### src/rtl/box_sequencer_if.sv
// ---------------------------------------------------------------------------
// box_sequencer_if
//
// Bundles the request side and the pixel side of the box sequencer.
//
// Handshake semantics (both directions, stated once here):
//   * Request: the client raises `start` with x0/y0/width/height/colour_in/
//     outline valid in the same cycle. The request is taken only while the
//     sequencer is idle (busy=0). Once taken, the operands are latched and
//     the client may change them freely. `done` pulses for exactly one cycle
//     when the box is finished. `busy` falls in the cycle after `done`.
//   * Pixel: while drawing, x/y/colour/plot describe the current raster
//     position. That position is consumed on a rising edge where ready=1.
//     With ready=0, every pixel output holds. A position with plot=0
//     (interior of an outline or off-screen) still needs one ready cycle.
//
// Signals:
//   start, x0, y0, width, height, colour_in, outline  client -> sequencer
//   ready                                             display  -> sequencer
//   busy, done                                        sequencer -> client
//   x, y, colour, plot                                sequencer -> display
// ---------------------------------------------------------------------------
interface box_sequencer_if #(
    parameter int X_W = 8,
    parameter int Y_W = 7,
    parameter int S_W = 8,
    parameter int C_W = 3
) ();
    logic           start;
    logic [X_W-1:0] x0;
    logic [Y_W-1:0] y0;
    logic [S_W-1:0] width;
    logic [S_W-1:0] height;
    logic [C_W-1:0] colour_in;
    logic           outline;
    logic           ready;
    logic           busy;
    logic           done;
    logic [X_W-1:0] x;
    logic [Y_W-1:0] y;
    logic [C_W-1:0] colour;
    logic           plot;

    // Client/display side
    modport master (
        output start, x0, y0, width, height, colour_in, outline, ready,
        input  busy, done, x, y, colour, plot
    );

    // Sequencer side
    modport slave (
        input  start, x0, y0, width, height, colour_in, outline, ready,
        output busy, done, x, y, colour, plot
    );
endinterface

### src/rtl/box_sequencer.sv
// ---------------------------------------------------------------------------
// box_sequencer
//
// Rectangle rasteriser for the VGA display path. A request latches a
// rectangle (origin, width, height, colour, fill/outline). The block then
// walks every position of the rectangle in row-major order, advancing one
// position per cycle in which the display accepts (ready=1). Positions that
// fall off-screen, or inside an outline-only box, are walked but not plotted.
// A zero width or zero height skips straight to the done pulse.
//
// Ports:
//   CLOCK_50     in   system clock, rising edge
//   resetn       in   asynchronous active-low reset; aborts any draw, no done
//   bus          slave modport of box_sequencer_if (request + pixel stream)
//   dbg_state_o  out  current FSM state (0=IDLE, 1=DRAW, 2=DONE)
//
// All outputs come straight from flops. The pixel registers are loaded with
// the position that the *next* state presents, so the first pixel appears
// the cycle after start is taken, and a stalled position simply reloads
// itself.
// ---------------------------------------------------------------------------
module box_sequencer #(
    parameter int X_W   = 8,
    parameter int Y_W   = 7,
    parameter int S_W   = 8,
    parameter int C_W   = 3,
    parameter int H_RES = 160,
    parameter int V_RES = 120
) (
    input  logic           CLOCK_50,
    input  logic           resetn,
    box_sequencer_if.slave bus,
    output logic [1:0]     dbg_state_o
);

    // Sums are one bit wider than the wider operand, so an origin near the
    // edge plus a large offset never wraps back on-screen.
    localparam int XS_W = ((X_W > S_W) ? X_W : S_W) + 1;
    localparam int YS_W = ((Y_W > S_W) ? Y_W : S_W) + 1;
    localparam logic [S_W-1:0] ONE_S = S_W'(1);

    typedef enum logic [1:0] {
        IDLE = 2'd0,
        DRAW = 2'd1,
        DONE = 2'd2
    } state_t;

    state_t         state_q, state_d;

    // Latched request
    logic [X_W-1:0] x0_q, x0_d;
    logic [Y_W-1:0] y0_q, y0_d;
    logic [S_W-1:0] w_q, w_d;
    logic [S_W-1:0] h_q, h_d;
    logic [C_W-1:0] colour_q, colour_d;
    logic           outline_q, outline_d;

    // Raster position within the box
    logic [S_W-1:0] col_q, col_d;
    logic [S_W-1:0] row_q, row_d;

    // Registered outputs
    logic [X_W-1:0] x_q, x_d;
    logic [Y_W-1:0] y_q, y_d;
    logic           plot_q, plot_d;
    logic           busy_q, busy_d;
    logic           done_q, done_d;

    // Screen position of the next pixel
    logic [XS_W-1:0] x_sum;
    logic [YS_W-1:0] y_sum;
    logic            visible;
    logic            on_edge;

    // -----------------------------------------------------------------------
    // Next-state: request latch, raster counters, FSM
    // -----------------------------------------------------------------------
    always_comb begin
        state_d   = state_q;
        x0_d      = x0_q;
        y0_d      = y0_q;
        w_d       = w_q;
        h_d       = h_q;
        colour_d  = colour_q;
        outline_d = outline_q;
        col_d     = col_q;
        row_d     = row_q;

        case (state_q)
            IDLE: begin
                if (bus.start) begin
                    x0_d      = bus.x0;
                    y0_d      = bus.y0;
                    w_d       = bus.width;
                    h_d       = bus.height;
                    colour_d  = bus.colour_in;
                    outline_d = bus.outline;
                    col_d     = '0;
                    row_d     = '0;
                    if ((bus.width == '0) || (bus.height == '0)) begin
                        state_d = DONE;
                    end else begin
                        state_d = DRAW;
                    end
                end
            end

            DRAW: begin
                // Every position, plotted or not, costs one accepted cycle.
                if (bus.ready) begin
                    if (col_q == (w_q - ONE_S)) begin
                        col_d = '0;
                        if (row_q == (h_q - ONE_S)) begin
                            state_d = DONE;
                        end else begin
                            row_d = row_q + ONE_S;
                        end
                    end else begin
                        col_d = col_q + ONE_S;
                    end
                end
            end

            DONE: begin
                state_d = IDLE;
            end

            default: begin
                state_d = IDLE;
            end
        endcase
    end

    // -----------------------------------------------------------------------
    // Next-state: pixel outputs for the position the next state presents
    // -----------------------------------------------------------------------
    always_comb begin
        x_sum   = XS_W'(x0_d) + XS_W'(col_d);
        y_sum   = YS_W'(y0_d) + YS_W'(row_d);
        visible = (x_sum < XS_W'(H_RES)) && (y_sum < YS_W'(V_RES));
        // For a 1-wide or 1-high box the first and last column/row coincide,
        // so every pixel is an edge.
        on_edge = (col_d == '0) || (col_d == (w_d - ONE_S)) ||
                  (row_d == '0) || (row_d == (h_d - ONE_S));

        x_d    = x_q;
        y_d    = y_q;
        plot_d = 1'b0;
        if (state_d == DRAW) begin
            x_d    = x_sum[X_W-1:0];
            y_d    = y_sum[Y_W-1:0];
            plot_d = visible && (!outline_d || on_edge);
        end

        busy_d = (state_d != IDLE);
        done_d = (state_d == DONE);
    end

    // -----------------------------------------------------------------------
    // State registers
    // -----------------------------------------------------------------------
    always_ff @(posedge CLOCK_50 or negedge resetn) begin
        if (!resetn) begin
            state_q   <= IDLE;
            x0_q      <= '0;
            y0_q      <= '0;
            w_q       <= '0;
            h_q       <= '0;
            colour_q  <= '0;
            outline_q <= 1'b0;
            col_q     <= '0;
            row_q     <= '0;
            x_q       <= '0;
            y_q       <= '0;
            plot_q    <= 1'b0;
            busy_q    <= 1'b0;
            done_q    <= 1'b0;
        end else begin
            state_q   <= state_d;
            x0_q      <= x0_d;
            y0_q      <= y0_d;
            w_q       <= w_d;
            h_q       <= h_d;
            colour_q  <= colour_d;
            outline_q <= outline_d;
            col_q     <= col_d;
            row_q     <= row_d;
            x_q       <= x_d;
            y_q       <= y_d;
            plot_q    <= plot_d;
            busy_q    <= busy_d;
            done_q    <= done_d;
        end
    end

    assign bus.x       = x_q;
    assign bus.y       = y_q;
    assign bus.colour  = colour_q;
    assign bus.plot    = plot_q;
    assign bus.busy    = busy_q;
    assign bus.done    = done_q;
    assign dbg_state_o = state_q;

endmodule

### src/flat_wrapper.sv
// flat-port wrapper written by rule: the top's interface ports become plain ports
module box_sequencer_flat 
#(
    parameter int X_W   = 8,
    parameter int Y_W   = 7,
    parameter int S_W   = 8,
    parameter int C_W   = 3,
    parameter int H_RES = 160,
    parameter int V_RES = 120
)
  (CLOCK_50, resetn, dbg_state_o, bus_start, bus_x0, bus_y0, bus_width, bus_height, bus_colour_in, bus_outline, bus_ready, bus_busy, bus_done, bus_x, bus_y, bus_colour, bus_plot);
  box_sequencer_if #(.X_W(X_W), .Y_W(Y_W), .S_W(S_W), .C_W(C_W)) bus_i ();
  input  logic CLOCK_50;
  input  logic resetn;
  output logic [1:0] dbg_state_o;
  input wire logic [$bits(bus_i.start)-1:0] bus_start;
  input wire logic [$bits(bus_i.x0)-1:0] bus_x0;
  input wire logic [$bits(bus_i.y0)-1:0] bus_y0;
  input wire logic [$bits(bus_i.width)-1:0] bus_width;
  input wire logic [$bits(bus_i.height)-1:0] bus_height;
  input wire logic [$bits(bus_i.colour_in)-1:0] bus_colour_in;
  input wire logic [$bits(bus_i.outline)-1:0] bus_outline;
  input wire logic [$bits(bus_i.ready)-1:0] bus_ready;
  output wire logic [$bits(bus_i.busy)-1:0] bus_busy;
  output wire logic [$bits(bus_i.done)-1:0] bus_done;
  output wire logic [$bits(bus_i.x)-1:0] bus_x;
  output wire logic [$bits(bus_i.y)-1:0] bus_y;
  output wire logic [$bits(bus_i.colour)-1:0] bus_colour;
  output wire logic [$bits(bus_i.plot)-1:0] bus_plot;
  assign bus_i.start = bus_start;
  assign bus_i.x0 = bus_x0;
  assign bus_i.y0 = bus_y0;
  assign bus_i.width = bus_width;
  assign bus_i.height = bus_height;
  assign bus_i.colour_in = bus_colour_in;
  assign bus_i.outline = bus_outline;
  assign bus_i.ready = bus_ready;
  assign bus_busy = bus_i.busy;
  assign bus_done = bus_i.done;
  assign bus_x = bus_i.x;
  assign bus_y = bus_i.y;
  assign bus_colour = bus_i.colour;
  assign bus_plot = bus_i.plot;
  box_sequencer #(.X_W(X_W), .Y_W(Y_W), .S_W(S_W), .C_W(C_W), .H_RES(H_RES), .V_RES(V_RES)) u_core (.CLOCK_50(CLOCK_50), .resetn(resetn), .bus(bus_i), .dbg_state_o(dbg_state_o));
endmodule
### config.mk
export PLATFORM = sky130hd
export DESIGN_NAME = box_sequencer_flat
export DESIGN_NICKNAME = d
export VERILOG_FILES = /design/src/rtl/box_sequencer_if.sv /design/src/rtl/box_sequencer.sv /design/src/flat_wrapper.sv
export SDC_FILE = /design/constraint.sdc
export NUM_CORES = 1
export LEC_CHECK = 0
export BUFFER_PORTS_ARGS = -buffer_cell sky130_fd_sc_hd__buf_4
export CAP_MARGIN = 20
export CORE_MARGIN = 2
export CORE_UTILIZATION = 59
export CTS_CLUSTER_SIZE = 16
export DETAILED_ROUTE_END_ITERATION = 8
export PLACE_DENSITY_LB_ADDON = 0.05
export SLEW_MARGIN = 10
export SYNTH_ARGS = -nofsm -noshare
export SYNTH_HDL_FRONTEND = slang
export SYNTH_SLANG_ARGS = --single-unit
export TNS_END_PERCENT = 30
### constraint.sdc
create_clock -name CLOCK_50 -period 5.6 [get_ports CLOCK_50]
set_clock_uncertainty 0.2 [all_clocks]
set_input_delay 0 -clock CLOCK_50 [delete_from_list [all_inputs] [get_ports CLOCK_50]]
set_output_delay 0 -clock CLOCK_50 [all_outputs]
set_load 0.1 [all_outputs]
==> results of run 1 <==
==> sequential cells by signal (all words and copies together) (netlist names), 3 cells and up <==
signal,count
u_core.bus.y,7
u_core.x0_q,8
u_core.row_q,8
u_core.w_q,8
u_core.h_q,8
u_core.bus.x,8
u_core.bus.colour,3
u_core.y0_q,7
u_core.col_q,8
==> metal layers <==
layer | global-route usage, % | share of wire (%)
met5 | 0 | 0
met4 | 9.51 | 1.5
met3 | 6.52 | 6.9
met2 | 49.8 | 47
met1 | 42.2 | 44
==> Yosys cell counts (all sizes together), types with 3 or more instances <==
cell type  number  area (sq um)
or2             4          25.0
and3            7          43.8
inv            32           120
a31oi           7          43.8
and2            4          25.0
mux2           13           146
dfrtp          71          1780
o2111ai         4          35.0
or3             7          43.8
nor3b           3          22.5
nor4           11           111
a211o           3          26.3
clkbuf         15          56.3
a21oi          19          95.1
xnor2          31           272
a21o            6          45.0
o31ai           5          37.5
a32oi           3          26.3
nand4          11          68.8
buf            10          50.1
nand3          22           110
nor3           13          65.1
nand2          97           367
nor2           30           125
o211ai          3          22.5
a22oi           3          22.5
mux2i          13           146
ha             21           263
o21ai          39           203
xor2           25           219
o31a            4          35.0
or4             3          22.5
nor2b           3          18.8
nand2b          5          31.3
==> kinds of logic (layout without fill, tap and decap cells) <==
group,Yosys count,count (layout),synth area share (%)
buffers and inverters,58,159,4.56
DFF,71,71,35.2
xor gates and xnor gates,56,56,9.71
adders and majority gates,22,22,5.60
muxes,26,26,5.80
AOI/OAI and AO/OA,118,118,16.3
and+or+nand+nor,228,228,22.8
==> placed cells by master (no fill, tap or decap), types with 9 or more instances in the layout <==
cell and instances:
dfrtp_1 70, nor3_1 13, nand3_1 21, nand4_1 11, xor2_1 25, inv_1 32
nor2_1 27, clkbuf_8 9, ha_1 21, xnor2_1 31, o21ai_0 34, mux2_2 13
a21oi_1 19, dlygate4sd3_1 38, nand2_1 96, mux2i_1 11, buf_4 72
==> worst max path at each step <==
| stage | start | to | slack, ps | cells past startpoint |
|---|---|---|---|---|
| 4_1_cts | u_core.w_q[0]$_DFF_PN0_ | u_core.bus.plot$_DFF_PN0_ | 320 | 23 |
| 2_1_floorplan | u_core.dbg_state_o[0]$_DFF_PN0_ | u_core.bus.plot$_DFF_PN0_ | 240 | 20 |
| 6_report | u_core.w_q[0]$_DFF_PN0_ | u_core.bus.plot$_DFF_PN0_ | 450 | 23 |
| 3_3_place_gp | u_core.w_q[0]$_DFF_PN0_ | u_core.bus.plot$_DFF_PN0_ | 720 | 23 |
| 3_5_place_dp | u_core.w_q[0]$_DFF_PN0_ | u_core.bus.plot$_DFF_PN0_ | 380 | 23 |
| 5_1_grt | u_core.w_q[0]$_DFF_PN0_ | u_core.bus.plot$_DFF_PN0_ | 9 | 23 |
==> what timing repair did <==
action                                 CTS  global route
endpoints found under the hold margin  112             0
setup endpoints to repair                0             1
buffers inserted                         0             3
hold buffers                            38             0
resized for setup                        0             3
==> per-stage QoR <==
step	area, sq um	setup WS (ps)	instances	total power [uW]
2_1_floorplan	5050	235	579	1390
3_3_place_gp	5600	716	728	1590
3_5_place_dp	5600	383	728	1610
4_1_cts	6220	320	782	2150
5_1_grt	6250	8.88	785	2270
6_report	6250	451	785	2160
==> final cells by class <==
| cell class | instances | area share [%] |
|---|---|---|
| Clock buffer | 11 | 2.10 |
| Clock inverter | 5 | 1.70 |
| Inverter | 33 | 1.98 |
| Multi-Input combinational cell | 450 | 48.9 |
| Sequential cell | 71 | 28.4 |
| Tap cell | 105 | 2.10 |
| Timing Repair Buffer | 110 | 14.7 |
==> power by group <==
group	switching, uW	internal (uW)
Clock	210	297
Combinational	628	320
Sequential	112	591
Total	951	1210
==> worst register-to-register path: cells and delay by family (launching register included) <==
family	cells	cell delay, ps
buffers and inverters	2	260
flip-flops	1	470
AND/OR/NAND/NOR	8	1650
AO/OA/AOI/OAI	11	1990
adder cells (fa/ha/maj)	2	530
==> impl_metrics.tcl, run 1 <==
set metrics [dict create \
    htreeDepth 3 \
    synth_flop_cell "dfrtp_1" \
    worstPathMaxFanout 9 \
    relSlewSlack_pct 39.3 \
    fin_crit_sh_pct 91.9 \
    clk_latency_ps 350 \
    syn_avg_cell_area_sq_um 8.72 \
    ir_worst_vdd_v 0.000395 \
    dp_hpwl_um 9710 \
    std_cell_rows 33 \
    gp_routability_congestion 0.946 \
    synth_edf_count 0 \
    clockRootBuffer "clkbuf_8" \
    grt_antenna_before_repair 0 \
    cts_buffer_depth 2 \
    numClockSinks 71 \
    nets 736 \
    gr-total-overflow 0 \
    rsz0062_at_grt "no" \
    diodes 0 \
    max_freq_mhz 194 \
    powerDensity_nw_per_um2 345 \
    synth_cell_types 73 \
    fin_crit_ps 5150 \
    yosysSeqAreaShare_pct 35.2 \
    fillers 619 \
    synth_area_sq_um 5050 \
    drtPass1Iterations 5 \
    drtIter0Drc 402 \
    synth_nets 640 \
    critPathMostFrequentCell "o21ai_0" \
    multi_input_area_sq_um 3060 \
    drive_gt1_share_pct 18.1 \
    async_flop_share_pct 100 \
    timing.final.hold_violations 0 \
    rr_worst_depth 23 \
    finalSetupViolCount 0 \
    coreArea_sq_um 8260 \
    io_buffers 61 \
    regArea_sq_um 1780 \
    tritoncts "done" \
    first_global_vias 4600 \
    initial_core_util_pct 61.2 \
    grt_max_degree 72 \
    final_util_pct 75.7 \
    critPathKind "flip-flop to flip-flop" \
    reg2reg_slack_ps 450 \
    startpoint_type "flip-flop" \
    die-area_sq_um 9320 \
    drc 0 \
    status "finished clean" \
    worst_slew_pin_slew_ps 910 \
    r2r_end "u_core.bus.plot$_DFF_PN0_" \
    fp.dieW_um 96.5 \
    yosysWarnings 0 \
    wl_um 13700 \
    grt_usage_pct 31.0 \
    syn_inst 579 \
    slowest_stage "dfrtp_2" \
    via_per_inst 6.00 \
    die_h_um 96.5 \
    hold_class "input port to asynchronous set/reset pin" \
    required_ps 5700 \
    cts_buffers 9 \
    endpoint_kind "flip-flop" \
    drv_slew 0 \
    r2r_start "u_core.w_q[0]$_DFF_PN0_" \
    grt_pass1_wl_um 22200 \
    path_cells "inv_1 -> ha_1 -> nor3b_1 -> o21ai_0 -> a31oi_1 -> nand3_2 -> o21ai_1 -> buf_4 -> a21oi_1 -> o21ai_0 -> o31ai_1 -> ha_1 -> nor2b_1 -> o21ai_0 -> a21boi_0 -> o21ai_0 -> and3_1 -> nor2_1 -> o21ai_0 -> nand4_1 -> or3_1 -> nor4_1 -> o211a_1" \
    worst_ep_arrival_time_ps 5250 \
    critPathTopFamily "compound AO/OA/AOI/OAI gates" \
    hold-worst-slack_ps 127 \
    area_growth_pct 23.8 \
    ys_ff_latch 71 \
    slowest_delay_ps 470 \
    finalSetupTns_ps 0 \
    ant_nets 0 \
    drt-wirelength-per-cell_um 17.4 \
    io_pins 62 \
    leakage_uw 0.00288 \
    clk_pin_slew_ps 80 \
    drv_cap 0 \
    crit_buf_inv 2 \
    dr_total_vias 4708 \
]
Power figures use the tool's default switching activity.
==> run 2, diff against run 1 <==
- CELL_PAD_IN_SITES_DETAIL_PLACEMENT: default -> 1
- CELL_PAD_IN_SITES_GLOBAL_PLACEMENT: default -> 1
- CORE_UTILIZATION: 59 -> 45
- HOLD_SLACK_MARGIN: default -> 0.1
==> run 2 against run 1 <==
Non-clock buffer count increased by 1. Clock power is 15% lower. Die area rose by 30%. Worst hold slack lost 61 ps. Sequential share of layout area hardly changed.
==> impl_metrics.tcl, run 2 (synthesized netlist as in run 1, its figures left out) <==
set metrics [dict create \
    drv_slew 0 \
    cts_buffer_depth 2 \
    hold_class "input port to asynchronous set/reset pin" \
    rsz0062_at_grt "no" \
    p_total_uw 2090 \
    max_freq_mhz 194 \
    ir_worst_vdd_v 0.000373 \
    dp.cells 763 \
    final_common_cell "nand2_1" \
    seqPwrFrac_pct 33.5 \
    critPathKind "flip-flop to flip-flop" \
    fin_crit_sh_pct 92.0 \
    p_comb_share_pct 46.0 \
    io_pins 62 \
    slowest_stage "dfrtp_1" \
    cts_buffers 9 \
    diodes 0 \
    reg2reg_slack_ps 450 \
    gp_routability_congestion 0.893 \
    dr_total_vias 4683 \
    leakage_uw 0.00285 \
    clockRootBuffer "clkbuf_8" \
    finalSetupTns_ps 0 \
    clk_pin_slew_ps 90 \
    powerDensity_nw_per_um2 335 \
    critPathMostFrequentCell "o21ai_0" \
    initial_core_util_pct 46.4 \
    io_buffers 61 \
    grt_antenna_before_repair 0 \
    std_cell_rows 38 \
    grt_max_degree 72 \
    rr_worst_depth 22 \
    finalSetupViolCount 0 \
    worst_slew_pin_slew_ps 939 \
    drc 0 \
    grt_pass1_wl_um 25800 \
    tritoncts "done" \
    endpoint_kind "flip-flop" \
    drive_gt1_share_pct 17.5 \
    clk_latency_ps 380 \
    grt_usage_pct 28.2 \
    status "finished clean" \
    drtPass1Iterations 4 \
    required_ps 5720 \
    worstPathMaxFanout 6 \
    startpoint_type "flip-flop" \
    area_growth_pct 23.9 \
    hold-worst-slack_ps 66.1 \
    dp_hpwl_um 11400 \
    path_cells "inv_1 -> ha_1 -> nor3b_1 -> o31a_1 -> a31oi_1 -> and3_1 -> a21oi_1 -> mux2_2 -> ha_1 -> inv_1 -> fa_1 -> nor2b_1 -> o21ai_0 -> a21boi_1 -> o21ai_0 -> a21oi_1 -> nor2_1 -> o21ai_0 -> nand4_1 -> or3_1 -> nor4_1 -> o211a_1" \
    fp.dieW_um 110 \
    final_cell_mix "nand2_1, dfrtp_1, buf_4" \
    drv_cap 0 \
    p_sw_share_pct 46.6 \
    worst_ep_arrival_time_ps 5270 \
    gr-total-overflow 0 \
    clock_power_share_pct 20.5 \
    coreArea_sq_um 10900 \
    r2r_start "u_core.w_q[0]$_DFF_PN0_" \
    numClockSinks 71 \
    nets 737 \
    r2r_end "u_core.bus.plot$_DFF_PN0_" \
    drtIter0Drc 324 \
    fillers 1274 \
    die_h_um 110 \
    htreeDepth 3 \
    wl_um 15900 \
    ant_nets 0 \
    relSlewSlack_pct 37.4 \
    first_global_vias 5031 \
    slowest_delay_ps 470 \
    final_cell_count_no_fill 821 \
    fin_crit_ps 5150 \
    netSwitchingPower_uw 976 \
    die-area_sq_um 12100 \
    drt-wirelength-per-cell_um 19.4 \
    internal_power_uw 1120 \
    via_per_inst 5.70 \
    timing.final.hold_violations 0 \
]
## run 2: worst max-delay path, delay by kind of cell, from the launching register on
kind | cells | cell delay, ps
muxes | 1 | 270
DFF | 1 | 470
AOI/OAI and AO/OA | 9 | 1690
adders and majority gates | 3 | 780
and+or+nand+nor | 7 | 1530
buffers and inverters | 2 | 160
## run 2: through the flow
| stage | cell area, sq um | util (%) | setup WS, ps |
|---|---|---|---|
| final | 6260 | 57.5 | 449 |
| after global routing | 6260 | 57.5 | 52.1 |
| after CTS | 6240 | 57.3 | 306 |
| after detailed placement | 5640 | 51.8 | 369 |
| after global placement | 5640 | 51.8 | 709 |
| after floorplan | 5050 | - | 235 |
## run 2: worst max-delay path by stage
stage / startpoint / to / slack, ps / cells past startpoint
global route: u_core.w_q[0]$_DFF_PN0_ / u_core.bus.plot$_DFF_PN0_ / 50 / 22
floorplan: u_core.dbg_state_o[0]$_DFF_PN0_ / u_core.bus.plot$_DFF_PN0_ / 240 / 20
global placement: u_core.w_q[0]$_DFF_PN0_ / u_core.bus.plot$_DFF_PN0_ / 710 / 22
detailed placement: u_core.w_q[0]$_DFF_PN0_ / u_core.bus.plot$_DFF_PN0_ / 370 / 22
CTS: u_core.w_q[0]$_DFF_PN0_ / u_core.bus.plot$_DFF_PN0_ / 310 / 22
finish: u_core.w_q[0]$_DFF_PN0_ / u_core.bus.plot$_DFF_PN0_ / 450 / 22
## run 2: power groups by stage
| stage | clock (uW) | sequential, uW | combinational (uW) |
|---|---|---|---|
| after floorplan | 0 | 939 | 451 |
| after global placement | 0 | 704 | 906 |
| after detailed placement | 0 | 707 | 929 |
| after CTS | 436 | 698 | 959 |
| after global routing | 457 | 716 | 1040 |
| final | 430 | 701 | 963 |
## run 2: per-layer routing
metal / wire length [um] / up-vias / GRT usage (%)
met4: 260 / 0 / 8.86
met1: 7430 / 2308 / 37.2
met3: 581 / 21 / 4.21
li1: - / 2247 / -
met5: 0 / - / 0
met2: 7620 / 107 / 47.3
## run 2: layout make-up
type / count / area, sq um / area share [%]
Sequential cell: 71 / 1780 / 28.4
Clock inverter: 5 / 58.8 / 0.940
Multi-Input combinational cell: 450 / 3050 / 48.8
Clock buffer: 11 / 131 / 2.10
Inverter: 33 / 124 / 1.98
Timing Repair Buffer: 111 / 936 / 15.0
Tap cell: 140 / 175 / 2.80
## run 2: what timing repair did
action,CTS,global route
hold endpoints to repair,115,0
resized for setup,0,2
endpoints found under the setup margin,0,1
setup buffers,0,1
hold buffers,41,0
==> run 3, diff against run 2 <==
- RECOVER_POWER: default -> 50
==> run 3 against run 2 <==
The run now ends with max-capacitance violations, max-slew violations left. Core utilization fell by 0.76 points. Non-clock buffer count did not move. Routed wire length fell by 0.13%. Worst hold slack improved by 97 ps. First-iteration DRC count fell by 4.6%. Register-to-register slack barely moved. Clock power barely moved. Final cell count did not move. Sequential power barely moved. Total power fell by 1.7%. Sequential share of layout area rose by 0.38 points. Worst setup slack got worse by 2.7 ps. Critical path type unchanged. Largest cell class unchanged.
==> impl_metrics.tcl, run 3 (synthesized netlist as in run 1, its figures left out) <==
set metrics [dict create \
    drv_slew 72 \
    required_ps 5720 \
    drt-wirelength-per-cell_um 19.3 \
    grt_pass1_wl_um 25800 \
    initial_core_util_pct 46.4 \
    holdCritStartpoint "bus_colour_in[0]" \
    drive_gt1_share_pct 14.2 \
    diodes 0 \
    fp.dieW_um 110 \
    final_cell_count_no_fill 821 \
    drtIter0Drc 309 \
    cts_buffer_depth 2 \
    critPathKind "flip-flop to flip-flop" \
    worst_slew_pin_slew_ps 3910 \
    grt_max_degree 72 \
    timing.final.hold_violations 0 \
    violations "max-capacitance violations, max-slew violations" \
    io_buffers 61 \
    r2r_start "u_core.w_q[0]$_DFF_PN0_" \
    worst_ep_arrival_time_ps 5270 \
    powerDensity_nw_per_um2 333 \
    hold_class "input port to flip-flop" \
    ant_nets 0 \
    relSlewSlack_pct -161 \
    hold_depth 4 \
    cts_buffers 9 \
    drv_cap 1 \
    gr-total-overflow 0 \
    grt_usage_pct 28.2 \
    finalSetupViolCount 0 \
    grt_antenna_before_repair 0 \
    coreArea_sq_um 10900 \
    post_dp_cell_area_sq_um 5640 \
    die_h_um 110 \
    final_common_cell "nand2_1" \
    tritoncts "done" \
    endpoint_kind "flip-flop" \
    status "finished with violations" \
    dp.cells 763 \
    startpoint_type "flip-flop" \
    r2r_end "u_core.bus.plot$_DFF_PN0_" \
    rr_worst_depth 22 \
    dr_total_vias 4680 \
    fin_crit_sh_pct 92.0 \
    max_freq_mhz 194 \
    via_per_inst 5.70 \
    first_global_vias 5031 \
    post-place-ws_ps 369 \
    clk_latency_ps 380 \
    area_growth_pct 22.2 \
    die-area_sq_um 12100 \
    drtPass1Iterations 4 \
    final_cell_area_sq_um 6170 \
    worstPathMaxFanout 6 \
    min_to "u_core.bus.colour[0]$_DFFE_PN0P_" \
    leakage_uw 0.00276 \
    gp_routability_congestion 0.893 \
    finalSetupTns_ps 0 \
    final_cell_mix "nand2_1, dfrtp_1, buf_4" \
    hold-worst-slack_ps 163 \
    std_cell_rows 38 \
    io_pins 62 \
    clk_pin_slew_ps 90 \
    dp_hpwl_um 11400 \
    clockRootBuffer "clkbuf_8" \
    fin_ws_ps 447 \
    reg2reg_slack_ps 450 \
    htreeDepth 3 \
    fin_crit_ps 5150 \
    nets 737 \
    drc 0 \
    rsz0062_at_grt "no" \
    numClockSinks 71 \
    wl_um 15900 \
    ir_worst_vdd_v 0.000362 \
]
-- run 3: cell types whose count changed in the layout (fill, tap and decap cells not counted), sizes merged --
cell,change
buf,-22
clkbuf,+22
-- run 3: metrics by stage --
| step | total power, uW | utilization (%) |
|---|---|---|
| final | 2060 | 56.7 |
| after global routing | 2170 | 56.7 |
| after CTS | 2090 | 57.3 |
| after detailed placement | 1640 | 51.8 |
| after global placement | 1610 | 51.8 |
| after floorplan | 1390 | - |
-- run 3: how the worst max path moves through the flow --
stage / from / to / slack [ps] / cells after the start
floorplan: u_core.dbg_state_o[0]$_DFF_PN0_ / u_core.bus.plot$_DFF_PN0_ / 240 / 20
global placement: u_core.w_q[0]$_DFF_PN0_ / u_core.bus.plot$_DFF_PN0_ / 710 / 22
detailed placement: u_core.w_q[0]$_DFF_PN0_ / u_core.bus.plot$_DFF_PN0_ / 370 / 22
CTS: u_core.w_q[0]$_DFF_PN0_ / u_core.bus.plot$_DFF_PN0_ / 310 / 22
global route: u_core.w_q[0]$_DFF_PN0_ / u_core.bus.plot$_DFF_PN0_ / 50 / 22
finish: u_core.w_q[0]$_DFF_PN0_ / u_core.bus.plot$_DFF_PN0_ / 450 / 22
-- run 3: repair_timing --
item / in CTS / in global routing
hold endpoints to repair: 115 / 0
setup buffers: 0 / 1
resized for setup: 0 / 2
setup endpoints to repair: 0 / 1
hold buffers: 41 / 0
-- run 3: per-layer routing --
layer  GRT usage [%]  vias up  part of all wire (%)
met3            4.21       21                   3.4
met5               0        -                     0
met4            8.86        0                   1.6
met2            47.3      104                    48
met1            37.2     2306                    47
li1                -     2249                     -
-- run 3: critical path: stages, from the launching register on --
cell and delay (ps):
dfrtp_1 470, inv_1 100, ha_1 200, nor3b_1 360, o31a_1 170, a31oi_1 110
and3_1 240, a21oi_1 340, mux2_2 270, ha_1 170, inv_1 60, fa_1 410
nor2b_1 130, o21ai_0 120, a21boi_1 240, o21ai_0 130, a21oi_1 240, nor2_1 90
o21ai_0 170, nand4_1 140, or3_1 380, nor4_1 190, o211a_1 180
-- run 3: report_power, final --
part / switching [uW] / total, uW / leakage, uW / internal (uW)
registers: 109 / 700 / 0.000890 / 591
clock network: 224 / 430 / 0.0000895 / 206
logic: 642 / 927 / 0.00178 / 285
total: 976 / 2060 / 0.00276 / 1080
-- run 3: final cells by class --
cell class / count / area (sq um)
Clock buffer: 11 / 131
Multi-Input combinational cell: 450 / 3050
Fill cell: 1296 / 4710
Clock inverter: 5 / 58.8
Timing Repair Buffer: 111 / 853
Inverter: 33 / 124
Tap cell: 140 / 175
Sequential cell: 71 / 1780
